--- config.mk ---
export PLATFORM = sky130hd
export DESIGN_NAME = branch_resolve_unit
export DESIGN_NICKNAME = d
export VERILOG_FILES = /design/src/rtl/branch_resolve_unit.sv
export SDC_FILE = /design/constraint.sdc
export NUM_CORES = 1
export LEC_CHECK = 0
export CORE_UTILIZATION = 35
export CTS_BUF_LIST = sky130_fd_sc_hd__clkbuf_2
export DETAILED_ROUTE_END_ITERATION = 6
export DONT_BUFFER_PORTS = 1
export GPL_TIMING_DRIVEN = 1
export PLACE_DENSITY = 0.55
export SLEW_MARGIN = 10
export SYNTH_ARGS = -nofsm -noshare
export SYNTH_HDL_FRONTEND = slang
export SYNTH_SLANG_ARGS = --single-unit
--- constraint.sdc ---
create_clock -name clk -period 2.3 [get_ports clk]
set_clock_uncertainty 0.05 [all_clocks]
set_input_delay 0.115 -clock clk [delete_from_list [all_inputs] [get_ports clk]]
set_output_delay 0.115 -clock clk [all_outputs]
set_load 0.02 [all_outputs]
--- src/rtl/branch_resolve_unit.sv ---
// ----------------------------------------------------------------------------
// branch_resolve_unit
//
// This unit resolves BEQ/BNE branches in the ID stage. It stalls the front end
// while a source operand is still being produced further down the pipe. The
// stall lasts one cycle for an EX ALU result or a MEM load. It lasts two
// cycles for an EX load. The unit then redirects the PC and flushes IF/ID if
// the branch is taken.
//
// Optional build macro:
//   BRANCH_STATS_EN  adds saturating resolved/taken branch counters.
//
// Ports:
//   clk           sole clock, rising edge
//   rst_n         synchronous active-low reset
//   id_valid      ID-stage instruction valid (low while waiting = kill)
//   id_opcode     ID-stage opcode (BEQ=6'h04, BNE=6'h05)
//   id_rs, id_rt  branch source registers
//   cmp_equal     ID-stage 32-bit operand equality
//   ex_reg_write  EX-stage instruction writes a register
//   ex_mem_read   EX-stage instruction is a load
//   ex_rd         EX-stage destination register
//   mem_mem_read  MEM-stage instruction is a load
//   mem_rd        MEM-stage destination register
//   stall         hold PC and IF/ID
//   pc_src        select branch target for next PC
//   if_flush      zero the IF/ID register
//   br_count      resolved branches, saturating (BRANCH_STATS_EN only)
//   taken_count   taken branches, saturating (BRANCH_STATS_EN only)
// ----------------------------------------------------------------------------
module branch_resolve_unit (
    input  logic        clk,
    input  logic        rst_n,
    input  logic        id_valid,
    input  logic [5:0]  id_opcode,
    input  logic [4:0]  id_rs,
    input  logic [4:0]  id_rt,
    input  logic        cmp_equal,
    input  logic        ex_reg_write,
    input  logic        ex_mem_read,
    input  logic [4:0]  ex_rd,
    input  logic        mem_mem_read,
    input  logic [4:0]  mem_rd,
    output logic        stall,
    output logic        pc_src,
`ifdef BRANCH_STATS_EN
    output logic        if_flush,
    output logic [15:0] br_count,
    output logic [15:0] taken_count
`else
    output logic        if_flush
`endif
);

    localparam logic [5:0] OP_BEQ = 6'h04;
    localparam logic [5:0] OP_BNE = 6'h05;

    typedef enum logic [1:0] {
        IDLE,
        WAIT,
        RESOLVE
    } state_t;

    state_t state, state_next;

    logic is_branch;
    logic taken;
    logic ex_match;
    logic mem_match;
    logic resolve;

    // Register 0 is hard-wired, so a write to it can never be a real hazard.
    always_comb begin
        is_branch = id_valid && ((id_opcode == OP_BEQ) || (id_opcode == OP_BNE));
        taken     = (id_opcode == OP_BNE) ? !cmp_equal : cmp_equal;
        ex_match  = (ex_rd  != 5'd0) && ((ex_rd  == id_rs) || (ex_rd  == id_rt));
        mem_match = (mem_rd != 5'd0) && ((mem_rd == id_rs) || (mem_rd == id_rt));
    end

    // Outputs are gated by rst_n combinationally. This keeps them quiet for
    // the whole time reset is held, and not only after the first reset edge.
    always_comb begin
        state_next = state;
        stall      = 1'b0;
        pc_src     = 1'b0;
        if_flush   = 1'b0;
        resolve    = 1'b0;

        if (!rst_n) begin
            state_next = IDLE;
        end else begin
            case (state)
                IDLE: begin
                    if (is_branch) begin
                        if (ex_mem_read && ex_match) begin
                            stall      = 1'b1;
                            state_next = WAIT;
                        end else if ((ex_reg_write && ex_match) ||
                                     (mem_mem_read && mem_match)) begin
                            stall      = 1'b1;
                            state_next = RESOLVE;
                        end else begin
                            pc_src   = taken;
                            if_flush = taken;
                            resolve  = 1'b1;
                        end
                    end
                end
                WAIT: begin
                    if (!id_valid) begin
                        state_next = IDLE;
                    end else begin
                        stall      = 1'b1;
                        state_next = RESOLVE;
                    end
                end
                RESOLVE: begin
                    state_next = IDLE;
                    if (id_valid) begin
                        pc_src   = taken;
                        if_flush = taken;
                        resolve  = 1'b1;
                    end
                end
                default: state_next = IDLE;
            endcase
        end
    end

    always_ff @(posedge clk) begin
        if (!rst_n) begin
            state <= IDLE;
        end else begin
            state <= state_next;
        end
    end

`ifdef BRANCH_STATS_EN
    always_ff @(posedge clk) begin
        if (!rst_n) begin
            br_count    <= '0;
            taken_count <= '0;
        end else if (resolve) begin
            if (br_count != '1) begin
                br_count <= br_count + 16'd1;
            end
            if (taken && (taken_count != '1)) begin
                taken_count <= taken_count + 16'd1;
            end
        end
    end
`else
    logic unused_resolve;
    assign unused_resolve = resolve;
`endif

endmodule

==> results of run 1 <==
==> worst reg2reg max path, delay by kind of cell, from the launching register on <==
family / cells / cell delay (ns)
AO/OA/AOI/OAI: 2 / 0.36
flip-flops: 1 / 0.31
AND/OR/NAND/NOR: 2 / 0.69
==> metal layers <==
metal / up-vias / global-route usage, % / share of wire, %
li1: 228 / - / -
met4: 0 / 0 / 0
met2: 24 / 24.2 / 44
met5: - / 0 / 0
met3: 0 / 7.51 / 14
met1: 189 / 18.7 / 43
==> cells by family (layout without fill, tap and decap cells) <==
kind of cell    count (synthesis)  in the layout  synth area share, %
compound gates                 11             11                 20.7
flops                           2              2                 8.27
xor+xnor                       20             20                 36.2
buf+inv                         2              6                 2.33
simple gates                   26             26                 32.6
==> report_power, final <==
part           leakage, uW  switching (uW)  total, uW  internal, uW
Combinational     0.000140            25.2       62.0          36.9
Sequential       0.0000161          0.0127       35.0          35.0
Clock            0.0000125            19.5       54.1          34.6
==> cell type report <==
type | count | area share (%)
Clock buffer | 3 | 2.86
Multi-Input combinational cell | 57 | 82.4
Timing Repair Buffer | 2 | 2.86
Tap cell | 15 | 3.57
Sequential cell | 2 | 7.62
Inverter | 1 | 0.714
==> worst min-delay path by stage <==
stage / startpoint / endpoint
2_1_floorplan: id_valid / state[1]
3_3_place_gp: id_valid / state[1]
3_5_place_dp: ex_mem_read / state[1]
4_1_cts: ex_mem_read / state[1]
5_1_grt: ex_mem_read / state[1]
6_report: ex_mem_read / state[1]
==> metrics by stage <==
stage,cells,hold WS [ns]
2_1_floorplan,61,0.316
3_3_place_gp,77,0.345
3_5_place_dp,77,0.341
4_1_cts,80,0.139
5_1_grt,80,0.144
6_report,80,0.150
==> cells in the mapped netlist <==
library cell,n
and3_1,1
or4b_4,2
nor2_1,3
inv_1,1
dfxtp_1,2
o31ai_1,1
o31ai_2,1
or2_2,2
a32o_1,1
or4_1,2
nor2b_1,1
and4bb_1,1
buf_4,1
a32oi_1,1
nand2_1,6
o21ai_1,2
nor3_1,1
xnor2_1,18
a21oi_1,2
o21a_1,1
o22ai_1,1
or2b_1,1
o32ai_4,1
xor2_1,2
nand3_1,5
nand2b_1,1
==> metrics.txt, run 1 <==
Finished Cell Area=526 sq um; first-pass GRT wire length=1610 microns; CP required=2.13 ns; max reg flops=2; sequential area share after synthesis=8.27%; RSZ-0062 raised after global routing=no; Final Hold Fails=0; Synth top area share=32.6%; total core area=1300 sq um; fin crit share=84.4%; Top Family by Delay on Critical Path=simple AND/OR/NAND/NOR gates; Leak=0.000168 uW; Power per Cell Area=288 nW/um^2; Mapped Area=484 sq um; CTS H-Tree Depth=1; TritonCTS clock tree=done; Die X=39.2 microns; CP max stage cell=or4b_4; top post-synthesis cells by area=xnor2_1 (33%), dfxtp_1 (8.3%), o32ai_4 (5.7%); clock tree buffer depth=2; number of CTS-inserted buffers=3; most frequent cells in the layout=xnor2_1 (18), nand2_1 (6), nand3_1 (5); actual slew at the worst max-slew pin=0.247 ns; vias in the first global route=461; Distinct cells, synth=26; Ys Warns=0; Synth-to-Final Area Change=8.53%; end-of-flow core utilization=40.4%; # clock sinks=2; setup slack after layout=0.358 ns; reg2reg path depth=4; biggest regs=state (2); cell mode on critical path=or4b_4; Hold Path Cell Cnt=2; CTS Hold Bufs=0; multi-input logic area=433 sq um; gr ovfl total=0; worst skew pair latency=0.19 ns; Top-Level Pins=36; WP buf/inv=1; cell depth of the worst setup path=6; Period minus WS final=1.94 ns; worst min path class=input pin to register; CP Class=input pin to output port; Reg2Reg Launch Point=state[0]; Pre-antenna DRT Iters=2; antenna-violating nets left=0; Area after DPL=510 sq um; largest net degree at the start of global routing=5; # fillers=152; nets@finish=100; Row Count=13; final setup fails=0; Top reg by flops=state; max-slew violation count=0; Worst Path Arrival=1.78 ns; Max VDD drop=0.127 mV; Pwr Total=151 uW; fmax=0.515 GHz; r2r setup slk=0.82 ns; All-Layer GR Usage=14.9%; die height=39.2 microns; Synth area leader=xnor2_1; CP max FO=4; CP endpoint kind=output port; die area=1540 sq um; commonest non-fill, non-tap cell in the layout=xnor2_1; startpoint types=input pin; Yosys reg bits=2; crit-path cells=or4b_4 > or4b_4 > nor2b_1 > a32oi_1 > a21oi_1 > buf_4; gpl congestion=0.793; Residual DRC=0; setup bufs post-CTS=0; pre-CTS WS=0.361 ns; wire per inst=12.9 microns; Post-Syn Instances=61; Initial Util=37.2%; syn nets=94; final WL=1030 microns; CP Launch Point=id_opcode[3]; initial antenna violation count=0; Seq. cell area=40.0 sq um; worst relative slew slack=83.5%; Post-CTS Resized=0; port buffer count=0; TNS Setup=0 ns; Root Driver=clkbuf_2; Worst Setup EP=stall; DR vias/cell=5.51; Mean Syn Cell Area=7.94 sq um; Reg clk slew, reported paths=0.03 ns; critical path's largest stage delay=0.55 ns; max-cap violation count=0; status=complete, no violations; Crit Reg-Reg Endpoint=state[1]; Starting DRT DRC Count=1; Vias=441; fraction of layout cells with a size suffix above 1=16.9%; # diodes=0
(Power assumes the default switching activity.)
==> run 2: changes to the inputs <==
--- a/config.mk
+++ b/config.mk
@@ -5,12 +5,13 @@
 export SDC_FILE = /design/constraint.sdc
 export NUM_CORES = 1
 export LEC_CHECK = 0
+export ABC_AREA = 1
 export CORE_UTILIZATION = 35
 export CTS_BUF_LIST = sky130_fd_sc_hd__clkbuf_2
 export DETAILED_ROUTE_END_ITERATION = 6
 export DONT_BUFFER_PORTS = 1
 export GPL_TIMING_DRIVEN = 1
-export PLACE_DENSITY = 0.55
+export PLACE_DENSITY = 0.57
 export SLEW_MARGIN = 10
 export SYNTH_ARGS = -nofsm -noshare
 export SYNTH_HDL_FRONTEND = slang
==> constraint.sdc (replaced) <==
create_clock -name clk -period 1.74 [get_ports clk]
set_clock_uncertainty 0.05 [all_clocks]
set_input_delay 0.087 -clock clk [delete_from_list [all_inputs] [get_ports clk]]
set_output_delay 0.087 -clock clk [all_outputs]
set_load 0.02 [all_outputs]
==> run 2 against run 1 <==
Clock power up 32%. Non-clock buffer count down 1. Utilization down 0.24 points. Via count up 46%. Count of clock-buffer cells in the layout unchanged. Worst hold slack worse by 0.11 ns. Sequential share of layout area down 1.1 points. Global-route usage down 0.32 points. Critical endpoint is now pc_src. Critical path depth unchanged. Largest cell class unchanged.
==> metrics.txt, run 2 <==
Mapped Area=577 sq um (+19%); CP Class=register to output port; multi-input logic area=432 sq um (-0.29%); Synth Area in Compound Gates=2.60% (-18 points); # fillers=183 (+20%); number of CTS-inserted buffers=3 (unchanged); Post-Synth XOR/XNOR Area=13.7% (-23 points); CP endpoint kind=output port; EDFF count, synth=0 (unchanged); initial antenna violation count=0 (unchanged); gpl congestion=0.758 (-4.4%); Mean Syn Cell Area=4.81 sq um (-39%); Power per Cell Area=325 nW/um^2 (+13%); vias in the first global route=610 (+32%); actual slew at the worst max-slew pin=0.245 ns (-0.00205 ns); Distinct cells, synth=17 (-35%); All-Layer GR Usage=14.6% (-0.32 points); antenna-violating nets left=0 (unchanged); Ys Warns=0 (unchanged); max reg flops=2 (unchanged); Root Driver=clkbuf_2; die height=42.6 microns (+8.7%); first-pass GRT wire length=2080 microns (+29%); post-synthesis mux area share=0% (unchanged); Post-Syn Instances=120 (+97%); Max VDD drop=0.0963 mV (-24%); fraction of layout cells with a size suffix above 1=10.6% (-6.4 points); nets@finish=158 (+58%); worst min path class=input pin to register; Initial Util=37.8% (+0.64 points); fmax=0.708 GHz; DR vias/cell=4.65 (-16%); Top-Level Pins=36 (unchanged); largest family of logic cells by synthesized area=simple AND/OR/NAND/NOR gates; RSZ-0062 raised after global routing=no; worst skew pair latency=0.19 ns (about the same); Synth area leader=nand2_1; setup bufs post-CTS=0 (unchanged); die area=1810 sq um (+18%); Worst Path Arrival=1.28 ns (-0.50 ns); Post-Synth Simple-Gate Area=58.6% (+26 points); total core area=1520 sq um (+17%); Yosys reg bits=2 (unchanged); largest net degree at the start of global routing=5 (unchanged); TritonCTS clock tree=done; CP max FO=3 (-1); commonest non-fill, non-tap cell in the layout=nand2_1; Reg clk slew, reported paths=0.03 ns (about the same); TNS Setup=0 ns (unchanged); gr ovfl total=0 (unchanged); Vias=646 (+46%); max-cap violation count=0 (unchanged); most frequent cells in the layout=nand2_1 (40), inv_1 (23), nor2_1 (20); async set-reset flop share out of synthesis=0% (unchanged); CTS Hold Bufs=0 (unchanged); Period minus WS final=1.41 ns; Seq. cell area=40.0 sq um (unchanged); Synth top area share=26.0% (-6.5 points); sequential area share after synthesis=6.94% (-1.3 points); Leak=0.000396 uW (+140%); Starting DRT DRC Count=11 (+10); Post-synth top flop=dfxtp_1; CTS H-Tree Depth=1 (unchanged); # diodes=0 (unchanged); CP required=1.60 ns (-0.53 ns); final setup fails=0 (unchanged); wire per inst=9.02 microns (-30%); max-slew violation count=0 (unchanged); final WL=1250 microns (+22%); Pre-antenna DRT Iters=3 (+1); Final Hold Fails=0 (unchanged); Residual DRC=0 (unchanged); startpoint types=register; Die X=42.6 microns (+8.7%); worst relative slew slack=83.5% (about the same); Post-CTS Resized=0 (unchanged); top post-synthesis cells by area=nand2_1 (26%), inv_1 (15%), nor2_1 (13%); clock tree buffer depth=2 (unchanged); # clock sinks=2 (unchanged); Adder-Cell Fraction of Synth Area=0% (unchanged); top cells by count, synth=nand2_1 (40), inv_1 (23), nor2_1 (20), nand3_1 (9), xor2_1 (5); status=complete, no violations; detailed placement HPWL=1130 microns; syn nets=153 (+63%); port buffer count=0 (unchanged); fin crit share=81.2%; cell with the most instances after synthesis=nand2_1; biggest regs=state (2); Pwr Total=199 uW (+32%); Row Count=14 (+1); Synth-to-Final Area Change=6.07%; Top reg by flops=state
run 2: layer usage:
layer	GRT usage [%]	vias up	part of all wire (%)	wire length, microns
met5	0	-	0	0
met2	28.0	28	50	626
met3	4.31	0	9.3	117
li1	-	359	-	-
met1	14.4	259	41	510
met4	5.63	0	0	0
run 2: area by class of cell:
cell class / count / area share, %
Sequential cell: 2 / 6.54
Inverter: 26 / 16.0
Tap cell: 16 / 3.27
Timing Repair Buffer: 1 / 1.23
Clock buffer: 3 / 2.45
Multi-Input combinational cell: 91 / 70.6
run 2: path summary, 6_finish.rpt:
path	startpoint	to	slack, ns	cells past startpoint
setup reg to reg	state[0]	state[1]	0.69	5
hold reg to reg	state[1]	state[1]	0.56	3
hold / removal	ex_mem_read	state[0]	0.04	2
setup / recovery	state[0]	pc_src	0.33	6
run 2: power by group:
group | leakage, uW | switching [uW] | total, uW | internal [uW]
Sequential | 0.0000161 | 0.0207 | 46.3 | 46.3
Clock | 0.0000125 | 25.9 | 71.6 | 45.7
Combinational | 0.000367 | 42.7 | 80.9 | 38.2
run 2: kinds of logic after synthesis:
| kind of cell | Yosys count |
|---|---|
| xor gates and xnor gates | 9 |
| DFF | 2 |
| AOI/OAI and AO/OA | 3 |
| buffers and inverters | 27 |
| and+or+nand+nor | 79 |
run 2: worst max-delay path, stage by stage (launching register included):
cell,delay [ns]
dfxtp_1,0.30
nor2_1,0.19
inv_1,0.08
nor2_1,0.11
nand3_1,0.09
a21oi_1,0.13
buf_4,0.19
run 2: per-stage QoR:
stage	util, %	hold WS, ns	std cells	area [sq um]	setup WS, ns
5_1_grt	40.1	0.0573	139	612	0.196
2_1_floorplan	-	0.217	120	577	0.309
3_3_place_gp	39.2	0.247	136	597	0.589
3_5_place_dp	39.2	0.245	136	597	0.551
4_1_cts	40.1	0.0419	139	612	0.330
6_report	40.1	0.0383	139	612	0.328
==> run 3: changes to the inputs <==
--- a/config.mk
+++ b/config.mk
@@ -11,7 +11,7 @@
 export DETAILED_ROUTE_END_ITERATION = 6
 export DONT_BUFFER_PORTS = 1
 export GPL_TIMING_DRIVEN = 1
-export PLACE_DENSITY = 0.57
+export PLACE_DENSITY = 0.55
 export SLEW_MARGIN = 10
 export SYNTH_ARGS = -nofsm -noshare
 export SYNTH_HDL_FRONTEND = slang
==> constraint.sdc (replaced) <==
create_clock -name clk -period 1.4 [get_ports clk]
set_clock_uncertainty 0.05 [all_clocks]
set_input_delay 0.07 -clock clk [delete_from_list [all_inputs] [get_ports clk]]
set_output_delay 0.07 -clock clk [all_outputs]
set_load 0.02 [all_outputs]
==> run 3 against run 2 <==
Sequential power up 24%. Critical endpoint is now if_flush. Count of clock-buffer cells in the layout did not move. Wire length increased by 3.8%. Power is 27% higher.
==> metrics.txt, run 3 (same netlist as run 2, synthesis figures left out) <==
status=complete, no violations; max-slew violation count=0 (unchanged); post-placement cell count=136 (unchanged); Power per Cell Area=403 nW/um^2 (+24%); final setup fails=0 (unchanged); Starting DRT DRC Count=17 (+6); part of the power in registers=22.8% (-0.5 points); CTS H-Tree Depth=1 (unchanged); Die X=42.6 microns (unchanged); Finished Cell Area=626 sq um (+2.2%); Area after DPL=601 sq um (+0.63%); number of CTS-inserted buffers=3 (unchanged); actual slew at the worst max-slew pin=0.244 ns (-0.00101 ns); worst relative slew slack=83.6% (about the same); first-pass GRT wire length=2160 microns (+4.0%); wire per inst=9.37 microns (+3.8%); DR vias/cell=4.96 (+6.7%); fraction of layout cells with a size suffix above 1=14.6% (+4.1 points); CP Class=register to output port; TritonCTS clock tree=done; worst min path class=input pin to register; Row Count=14 (unchanged); clock tree buffer depth=2 (unchanged); Worst Path Arrival=1.21 ns (-0.07 ns); vias in the first global route=625 (+2.5%); CP max stage cell=dfxtp_2; Crit Reg-Reg Endpoint=state[0]; CP Launch Point=state[1]; fmax=0.755 GHz; Pre-antenna DRT Iters=4 (+1); critical path's largest stage delay=0.32 ns (+0.02 ns); All-Layer GR Usage=15.3% (+0.63 points); # clock sinks=2 (unchanged); Max VDD drop=0.199 mV (+110%); max-cap violation count=0 (unchanged); Initial Util=37.8% (unchanged); r2r setup slk=0.40 ns (-0.29 ns); Leak=0.000393 uW (-0.58%); # diodes=0 (unchanged); cell mode on critical path=nor2_2; Switch Pwr=89.8 uW (+31%); worst skew pair latency=0.19 ns (about the same); Reg clk slew, reported paths=0.03 ns (about the same); Comb power frac=41.2% (+0.5 points); die height=42.6 microns (unchanged); max reg flops=2 (unchanged); commonest non-fill, non-tap cell in the layout=nand2_1; Top reg by flops=state; end-of-flow core utilization=41.1% (+0.90 points); fin cells=139 (unchanged); CP endpoint kind=output port; switch share=35.6% (+1.1 points); Synth-to-Final Area Change=8.46%; WP buf/inv=2 (unchanged); cell depth of the worst setup path=6 (unchanged); CP required=1.28 ns (-0.32 ns); CP max FO=3 (unchanged); Top Family by Delay on Critical Path=flip-flops; Root Driver=clkbuf_2; pre-CTS WS=0.233 ns (-0.318 ns); most frequent cells in the layout=nand2_1 (40), inv_1 (22), nor2_1 (18); crit-path cells=nor2_2 > inv_2 > nor2_2 > nand3_1 > a21oi_2 > buf_6; Clk pwr share=36.0% (about the same); Vias=689 (+6.7%); biggest regs=state (2); final WL=1300 microns (+3.8%); gr ovfl total=0 (unchanged); Top-Level Pins=36 (unchanged); TNS Setup=0 ns (unchanged); die area=1810 sq um (unchanged); Period minus WS final=1.33 ns; Reg2Reg Launch Point=state[1]; antenna-violating nets left=0 (unchanged); total core area=1520 sq um (unchanged); startpoint types=register; largest net degree at the start of global routing=5 (unchanged); Residual DRC=0 (unchanged); RSZ-0062 raised after global routing=no; initial antenna violation count=0 (unchanged); setup slack after layout=0.0748 ns (-0.253 ns); nets@finish=158 (unchanged); Final Hold Fails=0 (unchanged); # fillers=188 (+2.7%); Worst Setup EP=if_flush; reg2reg path depth=5 (unchanged); port buffer count=0 (unchanged); gpl congestion=0.790 (+4.3%); Power Internal=162 uW (+25%); fin crit share=94.7%; detailed placement HPWL=1120 microns (-0.72%)
==> run 3: cell counts in the layout (fill, tap and decap cells not counted) <==
No cell type changed its count.
==> run 3: power groups by stage <==
stage                     Sequential (uW)  Combinational, uW  Clock [uW]
after floorplan                      58.2               89.4           0
after global placement               58.2                103           0
after detailed placement             58.2                103           0
after CTS                            57.5                104        93.8
after global routing                 57.4                121        96.8
final                                57.5                104        90.7
==> run 3: through the flow <==
step | total power [uW] | hold slack [ns]
after floorplan | 148 | 0.200
after global placement | 161 | 0.223
after detailed placement | 161 | 0.225
after CTS | 255 | 0.0262
after global routing | 276 | 0.0519
final | 252 | 0.0306
==> run 3: repair_timing <==
action / in CTS / in global routing
setup endpoints to repair: 0 / 3
hold buffers: 0 / 0
setup buffers: 0 / 0
resized for setup: 0 / 5
==> run 3: final cells by class <==
cell class / instances / area (sq um) / share of cell area (%)
multi-input cells: 91 / 440 / 70.4
flip-flops and latches: 2 / 41.3 / 6.60
well taps: 16 / 20.0 / 3.20
repair buffers: 1 / 11.3 / 1.80
clock buffers: 3 / 15.0 / 2.40
inverters: 26 / 97.6 / 15.6
==> run 3: how the worst min path moves through the flow <==
stage,depth (start not counted),start,slack (ns),endpoint
floorplan,2,ex_mem_read,0.20,state[0]
finish,2,ex_mem_read,0.03,state[0]
CTS,2,ex_mem_read,0.03,state[0]
detailed placement,2,ex_mem_read,0.23,state[0]
global route,2,ex_mem_read,0.05,state[0]
global placement,2,ex_mem_read,0.22,state[0]
==> run 3: metal layers <==
| layer | part of all wire, % | track usage, % |
|---|---|---|
| met1 | 44 | 18.1 |
| met2 | 44 | 26.5 |
| met3 | 10 | 3.45 |
| met4 | 1.2 | 5.63 |
| met5 | 0 | 0 |
